[src/rtl/wb_pkg.sv]
// Shared Wishbone arbitration types: FSM state encoding and one-hot grant codes.
package wb_pkg;

   typedef enum logic [1:0] {
      IDLE  = 2'd0,
      GNT0  = 2'd1,
      GNT1  = 2'd2,
      ABORT = 2'd3
   } arb_state_t;

   localparam logic [1:0] GRANT_NONE = 2'b00;
   localparam logic [1:0] GRANT_M0   = 2'b01;
   localparam logic [1:0] GRANT_M1   = 2'b10;

   // One-hot grant code for a single-bit owner index.
   function automatic logic [1:0] grant_of(input logic owner);
      return owner ? GRANT_M1 : GRANT_M0;
   endfunction

endpackage

[src/rtl/wb_bus_watchdog.sv]
// Saturating bus-stall timer. Counts enabled cycles since the last clear and
// flags expiry once the count reaches LIMIT. LIMIT = 0 disables expiry.
module wb_bus_watchdog #(
   parameter int LIMIT = 255
) (
   input  logic clk,
   input  logic srst,
   input  logic clear,
   input  logic enable,
   output logic expired
);

   localparam int TW = (LIMIT < 1) ? 1 : $clog2(LIMIT + 1);
   localparam logic [TW-1:0] LIMIT_V = TW'(LIMIT);

   logic [TW-1:0] timer_reg;
   logic [TW-1:0] timer_next;

   // Clear has priority; otherwise count up and hold at the limit.
   always_comb begin
      timer_next = timer_reg;
      if (clear) begin
         timer_next = '0;
      end else if (enable && (timer_reg != LIMIT_V)) begin
         timer_next = timer_reg + 1'b1;
      end
   end

   // Timer register.
   always_ff @(posedge clk) begin
      if (srst) begin
         timer_reg <= '0;
      end else begin
         timer_reg <= timer_next;
      end
   end

   generate
      if (LIMIT == 0) begin : g_off
         assign expired = 1'b0;
      end else begin : g_on
         assign expired = (timer_reg == LIMIT_V);
      end
   endgenerate

endmodule

[src/rtl/wb_master_arbiter.sv]
// Two-master round-robin Wishbone arbiter. A grant lasts for a whole CYC
// block; a watchdog aborts a stalled owner with a one-cycle ERR.
module wb_master_arbiter
   import wb_pkg::*;
#(
   parameter int ADDR_WIDTH     = 32,
   parameter int DATA_WIDTH     = 32,
   parameter int TIMEOUT_CYCLES = 255
) (
   input  logic                    clk_i,
   input  logic                    rst_i,
   input  logic [ADDR_WIDTH-1:0]   M0_ADR_O,
   input  logic [DATA_WIDTH-1:0]   M0_DAT_O,
   input  logic                    M0_WE_O,
   input  logic [DATA_WIDTH/8-1:0] M0_SEL_O,
   input  logic                    M0_STB_O,
   input  logic                    M0_CYC_O,
   output logic [DATA_WIDTH-1:0]   M0_DAT_I,
   output logic                    M0_ACK_I,
   output logic                    M0_ERR_I,
   input  logic [ADDR_WIDTH-1:0]   M1_ADR_O,
   input  logic [DATA_WIDTH-1:0]   M1_DAT_O,
   input  logic                    M1_WE_O,
   input  logic [DATA_WIDTH/8-1:0] M1_SEL_O,
   input  logic                    M1_STB_O,
   input  logic                    M1_CYC_O,
   output logic [DATA_WIDTH-1:0]   M1_DAT_I,
   output logic                    M1_ACK_I,
   output logic                    M1_ERR_I,
   output logic [DATA_WIDTH-1:0]   S_DAT_I,
   output logic [ADDR_WIDTH-1:0]   S_ADR_I,
   output logic                    S_WE_I,
   output logic [DATA_WIDTH/8-1:0] S_SEL_I,
   output logic                    S_STB_I,
   output logic                    S_CYC_I,
   input  logic [DATA_WIDTH-1:0]   S_DAT_O,
   input  logic                    S_ACK_O,
   output logic [1:0]              grant_o,
   output logic                    timeout_o
);

   localparam int SEL_W = DATA_WIDTH / 8;

   // Master-side signals gathered into arrays so the owner can index them.
   logic [ADDR_WIDTH-1:0] m_adr [2];
   logic [DATA_WIDTH-1:0] m_dat [2];
   logic [SEL_W-1:0]      m_sel [2];
   logic                  m_we  [2];
   logic                  m_stb [2];
   logic                  m_cyc [2];
   logic [DATA_WIDTH-1:0] m_rdat [2];
   logic                  m_ack [2];
   logic                  m_err [2];
   logic [1:0]            req;

   assign m_adr[0] = M0_ADR_O;
   assign m_adr[1] = M1_ADR_O;
   assign m_dat[0] = M0_DAT_O;
   assign m_dat[1] = M1_DAT_O;
   assign m_sel[0] = M0_SEL_O;
   assign m_sel[1] = M1_SEL_O;
   assign m_we[0]  = M0_WE_O;
   assign m_we[1]  = M1_WE_O;
   assign m_stb[0] = M0_STB_O;
   assign m_stb[1] = M1_STB_O;
   assign m_cyc[0] = M0_CYC_O;
   assign m_cyc[1] = M1_CYC_O;

   arb_state_t state_reg, state_next;
   logic       last_owner_reg, last_owner_next;
   logic       owner;
   logic       in_gnt;
   logic       wd_clear;
   logic       wd_expired;

   // In ABORT the owner is the master granted on the last entry.
   assign in_gnt = (state_reg == GNT0) || (state_reg == GNT1);
   assign owner  = (state_reg == GNT1) ? 1'b1 :
                   (state_reg == GNT0) ? 1'b0 : last_owner_reg;

   // Timer runs only while the owner strobes without being acknowledged.
   assign wd_clear = !in_gnt || !m_stb[owner] || S_ACK_O;

   wb_bus_watchdog #(
      .LIMIT (TIMEOUT_CYCLES)
   ) u_watchdog (
      .clk     (clk_i),
      .srst    (rst_i),
      .clear   (wd_clear),
      .enable  (in_gnt),
      .expired (wd_expired)
   );

   genvar gi;
   generate
      for (gi = 0; gi < 2; gi++) begin : g_master
         assign req[gi]    = m_cyc[gi] & m_stb[gi];
         // Return path only reaches the current owner; stray ACKs are dropped.
         assign m_ack[gi]  = in_gnt && (owner == 1'(gi)) && S_ACK_O;
         assign m_rdat[gi] = (in_gnt && (owner == 1'(gi))) ? S_DAT_O : '0;
         assign m_err[gi]  = (state_reg == ABORT) && (owner == 1'(gi));
      end
   endgenerate

   assign M0_DAT_I = m_rdat[0];
   assign M1_DAT_I = m_rdat[1];
   assign M0_ACK_I = m_ack[0];
   assign M1_ACK_I = m_ack[1];
   assign M0_ERR_I = m_err[0];
   assign M1_ERR_I = m_err[1];

   // State and round-robin history registers.
   always_ff @(posedge clk_i) begin
      if (rst_i) begin
         state_reg      <= IDLE;
         last_owner_reg <= 1'b1;
      end else begin
         state_reg      <= state_next;
         last_owner_reg <= last_owner_next;
      end
   end

   // Next-state: arbitrate in IDLE, hold the grant until the owner drops CYC.
   always_comb begin
      state_next      = state_reg;
      last_owner_next = last_owner_reg;
      case (state_reg)
         IDLE: begin
            if (req[0] && (!req[1] || last_owner_reg)) begin
               state_next      = GNT0;
               last_owner_next = 1'b0;
            end else if (req[1]) begin
               state_next      = GNT1;
               last_owner_next = 1'b1;
            end
         end
         GNT0, GNT1: begin
            if (!m_cyc[owner]) begin
               state_next = IDLE;
            end else if (wd_expired && m_stb[owner] && !S_ACK_O) begin
               state_next = ABORT;
            end
         end
         ABORT:   state_next = IDLE;
         default: state_next = IDLE;
      endcase
   end

   // Downstream mux and status outputs, decoded from the registered state.
   always_comb begin
      S_CYC_I   = 1'b0;
      S_STB_I   = 1'b0;
      S_WE_I    = 1'b0;
      S_SEL_I   = '0;
      S_ADR_I   = '0;
      S_DAT_I   = '0;
      grant_o   = GRANT_NONE;
      timeout_o = 1'b0;
      if (in_gnt) begin
         S_CYC_I = m_cyc[owner];
         S_STB_I = m_stb[owner];
         S_WE_I  = m_we[owner];
         S_SEL_I = m_sel[owner];
         S_ADR_I = m_adr[owner];
         S_DAT_I = m_dat[owner];
         grant_o = grant_of(owner);
      end else if (state_reg == ABORT) begin
         grant_o   = grant_of(owner);
         timeout_o = 1'b1;
      end
   end

endmodule
[config.mk]
export PLATFORM = sky130hd
export DESIGN_NAME = wb_master_arbiter
export DESIGN_NICKNAME = d
export VERILOG_FILES = /design/src/rtl/wb_pkg.sv /design/src/rtl/wb_bus_watchdog.sv /design/src/rtl/wb_master_arbiter.sv
export SDC_FILE = /design/constraint.sdc
export NUM_CORES = 1
export LEC_CHECK = 0
export CAP_MARGIN = 40
export CORE_AREA = 2 2 125 127
export CTS_BUF_LIST = sky130_fd_sc_hd__clkbuf_4 sky130_fd_sc_hd__clkbuf_8 sky130_fd_sc_hd__clkbuf_16
export DETAILED_ROUTE_END_ITERATION = 8
export DIE_AREA = 0 0 127 129
export HOLD_SLACK_MARGIN = 0.03
export PLACE_DENSITY = 0.59
export SYNTH_ARGS = -nofsm -noshare
export SYNTH_HDL_FRONTEND = slang
export SYNTH_SLANG_ARGS = --single-unit
[constraint.sdc]
create_clock -name clk_i -period 2.05 [get_ports clk_i]
set_input_delay 0.41 -clock clk_i [delete_from_list [all_inputs] [get_ports clk_i]]
set_output_delay 0.41 -clock clk_i [all_outputs]
set_load 0.03 [all_outputs]
## After elaboration in Yosys (flattened, before gate mapping)

Index checks and enable logic that the tools add are counted.

- $add $sub $neg: 1
- $mul: 0
- Divide/modulo/power cells: 0
- $lt $le $gt $ge: 1
- Equal/unequal tests: 7
- Shifts and indexed selects: 0
- Multiplexer cells: 40
- Bitwise logic cells: 4
- Reductions and logical operators: 24

Operators by type and width:

| kind | number |
|---|---|
| two-way mux 32 bit | 10 |
| two-way mux 1 bit | 18 |
| two-way mux 4 bit | 4 |
| two-way mux 2 bit | 7 |
| logical AND 1 bit | 10 |
| adder 8 x 1 -> 8 bit (second input constant) | 1 |
| == test 8 bit (second input constant) | 1 |
| != test 8 bit (second input constant) | 1 |
| != test 3 bit (second input constant) | 2 |
| case mux 2 bit (3 select lines) | 1 |
| == test 2 bit (second input constant) | 2 |
| zero test 1 bit | 4 |
| logical OR 1 bit | 4 |
| AND reduction 2 bit | 2 |
| OR reduction 2 bit | 2 |
| bitwise AND 1 bit | 2 |
| == test 2 x 1 -> 1 bit (second input constant) | 1 |
| >= comparator 2 bit (second input constant) | 1 |
| zero test 2 bit | 1 |
| NOT 1 -> 2 bit | 1 |
| nonzero test 2 bit | 1 |
| NOT 1 bit | 1 |

- Flip-flop bits (word level): 11
- Latch bits: 0
- Bits in writable memories: 0
- Bits in read-only memories: 0
- Input port bits: 177
- Output and inout bits: 142
- Memories kept: 0

## Longest topological paths before layout

Gate-level depths: netlist (run 1).

- Word-level depth: 12
- Gate-level depth with buffers: 9
- Gate-level depth less buffers: 7

## Cells and area by module

A second synthesis (run 1) with hierarchy kept.

- Cell total of the unflattened synthesis: 392
- Area total of the unflattened synthesis: 2352.3 sq um

By module, submodules not included:

| module | times used | cells an instance | area an instance (sq um) |
|---|---|---|---|
| wb_master_arbiter | 1 | 347 | 1926.8 |
| wb_bus_watchdog | 1 | 45 | 425.4 |

## Least setup slack after synthesis (run 1)

No wires, ideal clock.

- Path type: register -> output
- From: register state_reg[0]
- To: output port S_ADR_I[0]
- Data arrival time: 2148 ps
- Path slack: -508 ps
- Stages on the path, launching flop included: 7
- Cell sequence: dfxtp_1 > ha_1 > and2b_1 > nor2_1 > clkbuf_1 > nand2_1 > a21boi_0

- Cells in the longest elaborated chain, start to end: 8
- Elaborated cells on any way between the ends: 10

Ends and longest elaborated chain:

| what | RTL line | RTL |
|---|---|---|
| from (decl) | wb_master_arbiter.sv:69 | `arb_state_t state_reg, state_next;` |
| from (signal assigned) | wb_master_arbiter.sv:118 | `state_reg <= state_next;` |
| == test 2 x 1 -> 1 bit | wb_master_arbiter.sv:77, wb_master_arbiter.sv:79 |  |
| two-way mux 1 bit | wb_master_arbiter.sv:79 | `(state_reg == GNT0) ? 1'b0 : last_owner_reg;` |
| two-way mux 1 bit | wb_master_arbiter.sv:78 | `assign owner = (state_reg == GNT1) ? 1'b1 :` |
| NOT 1 -> 2 bit (implied by the code) | wb_master_arbiter.sv:164 | `S_ADR_I = m_adr[owner];` |
| two-way mux 32 bit (implied by the code) (3 in a row) | wb_master_arbiter.sv:164 |  |
| two-way mux 32 bit (*) | wb_master_arbiter.sv:159 | `if (in_gnt) begin` |
| to (decl) | wb_master_arbiter.sv:31 | `output logic [ADDR_WIDTH-1:0] S_ADR_I,` |

Mark *: on every way between the ends. The rest lies on a longest branch, timed or not. The select of a mux whose other input is x is not followed.

## Worst setup path after layout (run 1)

- From: register state_reg[0]
- To: output port S_DAT_I[8]

- Cells in the longest elaborated chain, start to end: 8
- Elaborated cells on any way between the ends: 10

Ends and longest elaborated chain:

| what | RTL line | RTL |
|---|---|---|
| == test 2 x 1 -> 1 bit | wb_master_arbiter.sv:77, wb_master_arbiter.sv:79 |  |
| two-way mux 1 bit | wb_master_arbiter.sv:79 |  |
| two-way mux 1 bit | wb_master_arbiter.sv:78 |  |
| NOT 1 -> 2 bit (implied by the code) | wb_master_arbiter.sv:165 | `S_DAT_I = m_dat[owner];` |
| two-way mux 32 bit (implied by the code) (3 in a row) | wb_master_arbiter.sv:165 |  |
| two-way mux 32 bit (*) | wb_master_arbiter.sv:159 |  |
| to (decl) | wb_master_arbiter.sv:30 | `output logic [DATA_WIDTH-1:0] S_DAT_I,` |

Marks and branches as above.

==> impl_metrics.tcl, run 1 <==
set metrics [dict create \
    power.total_mw 10.0 \
    tightest_slew_ps 555 \
    yosysWarnings 0 \
    pwr-share-seq_pct 2.6 \
    worst_path_largest_cell_delay_ps 370 \
    combPwrFrac_pct 93.6 \
    yosysSeqAreaShare_pct 9.72 \
    die-width_um 127 \
    grt_pass1_wl_um 20300 \
    fmax_mhz 422 \
    die_h_um 129 \
    crit_type "reg2out" \
    cp_top_family "simple AND/OR/NAND/NOR gates" \
    slew_headroom_pct 62.8 \
    synth_top_area_share_pct 24.2 \
    swShare_pct 48.4 \
    synth_top_family_by_area "simple AND/OR/NAND/NOR gates" \
    cts_buffers 3 \
    synthAdderAreaFrac_pct 4.42 \
    hold_viol 0 \
    area_growth_pct 211 \
    synth-seq-cells 11 \
    htree_num_levels 1 \
    internal_power_mw 5.16 \
    arrival_ps 1960 \
    period_share_pct 116 \
    finClkSkew_ps 2.12 \
    r2r_slack_ps -90 \
    drc 0 \
    p_leak_nw 3.14 \
    cts_buffer_depth 2 \
    place_worst_setup_slack_ps -104 \
    antenna_found_initial 0 \
    final_area_um2 7040 \
    crit_required_ps 1640 \
    dpl.hpwl_um 10500 \
    synthDistinctLibCells 31 \
    portBuffers 318 \
    min_path_type "reg2reg" \
    power.density_nw_per_um2 1420 \
    first_pass_iters 4 \
    crit_buf_inv 3 \
    synth-simple-area-share_pct 50.0 \
    synth_edf_count 0 \
    synth-xor-area-share_pct 2.71 \
    rsz0062_at_grt "yes" \
    async_flop_share_pct 0 \
    synthMuxAreaShare_pct 1.33 \
    gp_congestion 0.839 \
    netlist_instances 388 \
    cts.clk_slew.worst_paths_ps 40 \
    crit_path_end_kind "primary output" \
    yosys-top-cells-area "nand2_1 24%, a21boi_0 23%, and2_1 19%, dfxtp_1 9.7%, clkbuf_1 4.6%" \
    fp.coreArea_um2 15000 \
    grt_max_degree 34 \
    post_dp_cell_area_um2 6040 \
    drive_above_1_share_pct 43.1 \
    cp_cell_sequence "ha_4 -> and2b_1 -> or2_2 -> buf_12 -> buf_12 -> nand2_1 -> a21boi_2 -> buf_4" \
    cts_sinks 11 \
    gr-total-overflow 0 \
    p_sw_mw 4.84 \
    grt_use_total_pct 15.3 \
    ios 319 \
    num_antenna_cells 0 \
    synthFlopType "dfxtp_1" \
    start_util_pct 15.1 \
    fin_ws_ps -322 \
    syn_nets 573 \
    vias 3903 \
    synth_compound_area_share_pct 26.0 \
    drt.antenna.violating_nets 0 \
    slew_viol_final 0 \
    drv_cap 0 \
    cp_common_cell "buf_12" \
    largest_register_ffs 8 \
    ctsHoldBuffers 0 \
    cts_tree "built" \
    violations "negative setup slack" \
    crit_fanout 15 \
    synth_area_per_cell_um2 5.84 \
    ir_drop_mv 0.582 \
    insertion_delay_ps 240 \
    synth_area_leader_cell "nand2_1" \
    cp-start-kind "register" \
    worst_path_max_delay_cell "dfxtp_2" \
    setup_viol 84 \
    root_buffer "clkbuf_16" \
    layout_min_cycle_time_ps 2370 \
    rows 45 \
    pwr-share-clk_pct 3.7 \
    ys_top_cells_by_count "146 x nand2_1, 69 x a21boi_0, 68 x and2_1, 28 x clkbuf_1, 14 x nor2_1" \
    routed_wl_um 14100 \
    synth_area_um2 2270 \
    final_util_pct 47.0 \
    drtIter0Drc 104 \
    yosysMostFrequentCell "nand2_1" \
    grt_pass1_vias 3946 \
    via_per_inst 4.26 \
    die-area_um2 16400 \
    layout.nets 914 \
    routedWlPerCell_um 15.4 \
    status "complete, but fails checks" \
]
logic make-up after synthesis:
kind of cell,count (synthesis)
xor gates and xnor gates,7
adders and majority gates,8
DFF,11
AOI/OAI and AO/OA,79
buffers and inverters,34
and+or+nand+nor,246
muxes,3
cells in the final DEF, fill, tap and decap left out, drive strengths merged, types with 2 or more instances in the layout:
cell           instances
buf                  185
and3                   2
inv                    4
nor2                  14
dfxtp                 11
clkdlybuf4s50        176
o21ai                  3
nand3                  5
clkbuf                 7
and2                  68
nor3                   4
mux2i                  3
nand2                146
a21boi                69
xnor2                  6
ha                     8
or2                    2
path summary, 6_finish.rpt:
path                        startpoint                   endpoint  depth (start not counted)
max          state_reg[0]$_SDFFE_PP0P_                 S_DAT_I[8]                          8
min reg2reg  state_reg[1]$_SDFFE_PP0P_  state_reg[1]$_SDFFE_PP0P_                          1
max reg2reg  state_reg[0]$_SDFFE_PP0P_  state_reg[1]$_SDFFE_PP0P_                          7
min          state_reg[1]$_SDFFE_PP0P_  state_reg[1]$_SDFFE_PP0P_                          1
repair_timing:
action / in CTS / in global routing
pin swaps: 3 / 59
setup buffers: 3 / 5
setup endpoints to repair: 150 / 118
cloned: 6 / 3
endpoints found under the hold margin: 0 / 0
resized for setup: 73 / 75
stage by stage:
| stage | instances | TNS (ps) | hold slack, ps |
|---|---|---|---|
| after detailed placement | 895 | -1790 | 491 |
| after CTS | 908 | -20730 | 501 |
| after global routing | 916 | -26300 | 516 |
| after global placement | 895 | -258 | 480 |
| final | 916 | -19500 | 496 |
| after floorplan | 388 | -4600 | 484 |
metal layers:
layer,GRT usage (%),vias up,part of all wire [%]
li1,-,1931,-
met5,0,-,0
met4,2.20,0,0.82
met1,19.1,1790,42
met3,2.04,10,5.7
met2,28.5,172,51
power by group through the flow:
stage / clock (mW) / sequential, mW / combinational (mW)
4_1_cts: 0.379 / 0.257 / 8.87
3_3_place_gp: 0 / 0.259 / 7.63
2_1_floorplan: 0 / 0.269 / 4.47
5_1_grt: 0.391 / 0.264 / 9.85
6_report: 0.375 / 0.261 / 9.37
3_5_place_dp: 0 / 0.260 / 7.71
layout make-up:
cell class,instances,area [µm²]
fill,1414,7940
timing repair buffer,366,3920
multi-input combinational,343,2560
tap,188,235
sequential,11,223
clock buffer,4,82.6
inverter,4,15.0
(Power assumes the default switching activity.)
==> run 2: changes to the inputs <==
--- a/config.mk
+++ b/config.mk
@@ -5,13 +5,14 @@
 export SDC_FILE = /design/constraint.sdc
 export NUM_CORES = 1
 export LEC_CHECK = 0
+export ABC_AREA = 1
 export CAP_MARGIN = 40
-export CORE_AREA = 2 2 125 127
+export CORE_AREA = 2 2 123 125
 export CTS_BUF_LIST = sky130_fd_sc_hd__clkbuf_4 sky130_fd_sc_hd__clkbuf_8 sky130_fd_sc_hd__clkbuf_16
 export DETAILED_ROUTE_END_ITERATION = 8
-export DIE_AREA = 0 0 127 129
+export DIE_AREA = 0 0 125 127
 export HOLD_SLACK_MARGIN = 0.03
-export PLACE_DENSITY = 0.59
+export PLACE_DENSITY = 0.61
 export SYNTH_ARGS = -nofsm -noshare
 export SYNTH_HDL_FRONTEND = slang
 export SYNTH_SLANG_ARGS = --single-unit
==> impl_metrics.tcl, run 2 <==
set metrics [dict create \
    place_worst_setup_slack_ps 43.0 \
    finClkSkew_ps 5.42 \
    ir_drop_mv 0.949 \
    cts_buffers 3 \
    area_growth_pct 174 \
    fin_ws_ps -54.6 \
    holdWs_ps 488 \
    period_share_pct 103 \
    fin_cells 997 \
    first_pass_iters 4 \
    antenna_found_initial 0 \
    slew_headroom_pct 78.8 \
    drtIter0Drc 164 \
    cts_sinks 11 \
    synth_area_per_cell_um2 4.75 \
    power.density_nw_per_um2 1730 \
    cp-start-kind "register" \
    grt_pass1_vias 4171 \
    ios 319 \
    power.total_mw 10.9 \
    mostFrequentLayoutCells "176 x clkdlybuf4s50_1, 140 x buf_4, 107 x nor2_1, 97 x nand2_1, 75 x inv_1" \
    min_path_type "reg2reg" \
    syn_nets 669 \
    htree_num_levels 1 \
    die_h_um 127 \
    insertion_delay_ps 240 \
    timing.rr.end "u_watchdog.timer_reg[6]$_SDFFE_PP0P_" \
    hold_depth 2 \
    grt_use_total_pct 17.9 \
    largest_register_ffs 8 \
    dpl.hpwl_um 11200 \
    vias 4057 \
    arrival_ps 1690 \
    routedWlPerCell_um 15.1 \
    violations "negative setup slack" \
    holdPathEnd "u_watchdog.timer_reg[1]$_SDFFE_PP0P_" \
    crit_fanout 6 \
    async_flop_share_pct 0 \
    cts_buffer_depth 2 \
    gp_congestion 0.859 \
    synth_edf_count 0 \
    cts_tree "built" \
    worstHoldStart "u_watchdog.timer_reg[1]$_SDFFE_PP0P_" \
    crit_required_ps 1640 \
    hold_viol 0 \
    start_util_pct 15.9 \
    tightest_slew_ps 318 \
    rsz0062_at_grt "yes" \
    yosysSeqAreaShare_pct 9.59 \
    grt_max_degree 34 \
    ys_top_cells_by_count "149 x nor2_1, 97 x nand2_1, 78 x inv_1, 72 x o21ai_0, 22 x clkbuf_1" \
    drv_cap 0 \
    layout_commonest_cell "clkdlybuf4s50_1" \
    drive_above_1_share_pct 32.8 \
    cts.clk_slew.worst_paths_ps 50 \
    crit_path_end_kind "primary output" \
    netlist_instances 484 \
    routed_wl_um 15100 \
    r2r_cells 11 \
    drc 0 \
    status "complete, but fails checks" \
    p_leak_nw 3.23 \
    r2r_start "state_reg[1]$_SDFFE_PP0P_" \
    setup_viol 21 \
    layout_min_cycle_time_ps 2100 \
    gr-total-overflow 0 \
    synth_area_um2 2300 \
    grt_pass1_wl_um 23100 \
    root_buffer "clkbuf_16" \
    yosysWarnings 0 \
    fmax_mhz 475 \
    die-width_um 125 \
    drt.antenna.violating_nets 0 \
    crit_type "reg2out" \
    synthFlopType "dfxtp_1" \
    via_per_inst 4.07 \
    rows 44 \
    synthDistinctLibCells 27 \
    portBuffers 318 \
    fp.coreArea_um2 14400 \
    ctsHoldBuffers 0 \
    slew_viol_final 0 \
    synth_top_area_share_pct 24.3 \
    r2r_slack_ps 290 \
    die-area_um2 15900 \
    yosysMostFrequentCell "nor2_1" \
    num_antenna_cells 0 \
    dp.cells 973 \
    synth-seq-cells 11 \
    yosys-top-cells-area "nor2_1 24%, nand2_1 16%, o21ai_0 16%, inv_1 13%, dfxtp_1 9.6%" \
    synth_area_leader_cell "nor2_1" \
    layout.nets 999 \
]
## run 2: cell types whose count changed in the layout (fill, tap and decap cells not counted), moves of 15 or more
cell and delta:
nor2_1 +95, inv_1 +72, and2_1 -68, a21boi_2 -61, buf_6 -50, buf_4 +49
o21ai_1 +44, nor2_2 +43, nand2_4 -25, o21ai_2 +15
## run 2: metal layers
| metal | wire, µm | vias up | GRT usage, % |
|---|---|---|---|
| met3 | 835 | 26 | 3.77 |
| met5 | 0 | - | 0 |
| met4 | 342 | 0 | 4.58 |
| li1 | - | 2108 | - |
| met1 | 6170 | 1775 | 21.6 |
| met2 | 7740 | 148 | 32.4 |
## run 2: final cells by class
class,instances,area [µm²]
Clock buffer,3,75.1
Tap cell,184,230
Inverter,83,334
Sequential cell,11,228
Clock inverter,1,5.00
Fill cell,1512,8130
Timing Repair Buffer,355,3540
Multi-Input combinational cell,360,1880
## run 2: cell families after synthesis
group	Yosys count	share of synthesized area (%)
fa+ha+maj	8	4.36
simple gates	267	47.4
compound gates	82	18.4
flops	11	9.59
buf+inv	113	19.2
xor+xnor	3	1.14
## run 2: critical path, stage by stage (launching register included)
cell,delay [ps]
dfxtp_4,370
inv_4,50
ha_4,150
inv_2,50
nand2_4,60
nand2_8,130
buf_12,140
buf_16,130
o21ai_2,50
nor2_1,120
buf_4,180
## run 2: timing repair
item	CTS	global route
resized for setup	97	68
pin swaps	15	18
hold endpoints to repair	0	0
setup endpoints to repair	100	132
gates cloned	10	2
buffers inserted	11	1
## run 2: worst max path at each step
stage	start	endpoint	slack, ps	cells past startpoint
2_1_floorplan	state_reg[0]$_SDFFE_PP0P_	S_DAT_I[23]	5	6
3_3_place_gp	state_reg[1]$_SDFFE_PP0P_	S_SEL_I[0]	60	7
3_5_place_dp	state_reg[1]$_SDFFE_PP0P_	S_SEL_I[0]	40	7
4_1_cts	state_reg[1]$_SDFFE_PP0P_	S_ADR_I[8]	-80	11
5_1_grt	state_reg[1]$_SDFFE_PP0P_	S_ADR_I[4]	-140	10
6_report	state_reg[1]$_SDFFE_PP0P_	S_ADR_I[4]	-50	10
## run 2: metrics by stage
step	utilization [%]	instance area [µm²]	setup TNS (ps)
floorplan	-	2320	0
global placement	38.1	5490	0
finish	43.6	6290	-358
global route	43.6	6290	-4760
detailed placement	38.1	5490	0
CTS	42.8	6180	-3010
## run 2: power breakdown
group	switching, mW	internal (mW)
combinational	5.93	4.30
clock	0.107	0.259
sequential	0.0378	0.249
==> run 3: changes to the inputs <==
--- a/config.mk
+++ b/config.mk
@@ -9,6 +9,7 @@
 export CAP_MARGIN = 40
 export CORE_AREA = 2 2 123 125
 export CTS_BUF_LIST = sky130_fd_sc_hd__clkbuf_4 sky130_fd_sc_hd__clkbuf_8 sky130_fd_sc_hd__clkbuf_16
+export CTS_CLUSTER_DIAMETER = 80
 export DETAILED_ROUTE_END_ITERATION = 8
 export DIE_AREA = 0 0 125 127
 export HOLD_SLACK_MARGIN = 0.03
==> results of run 3 <==
Final layout, timing and power as in run 2 (identical DEF).
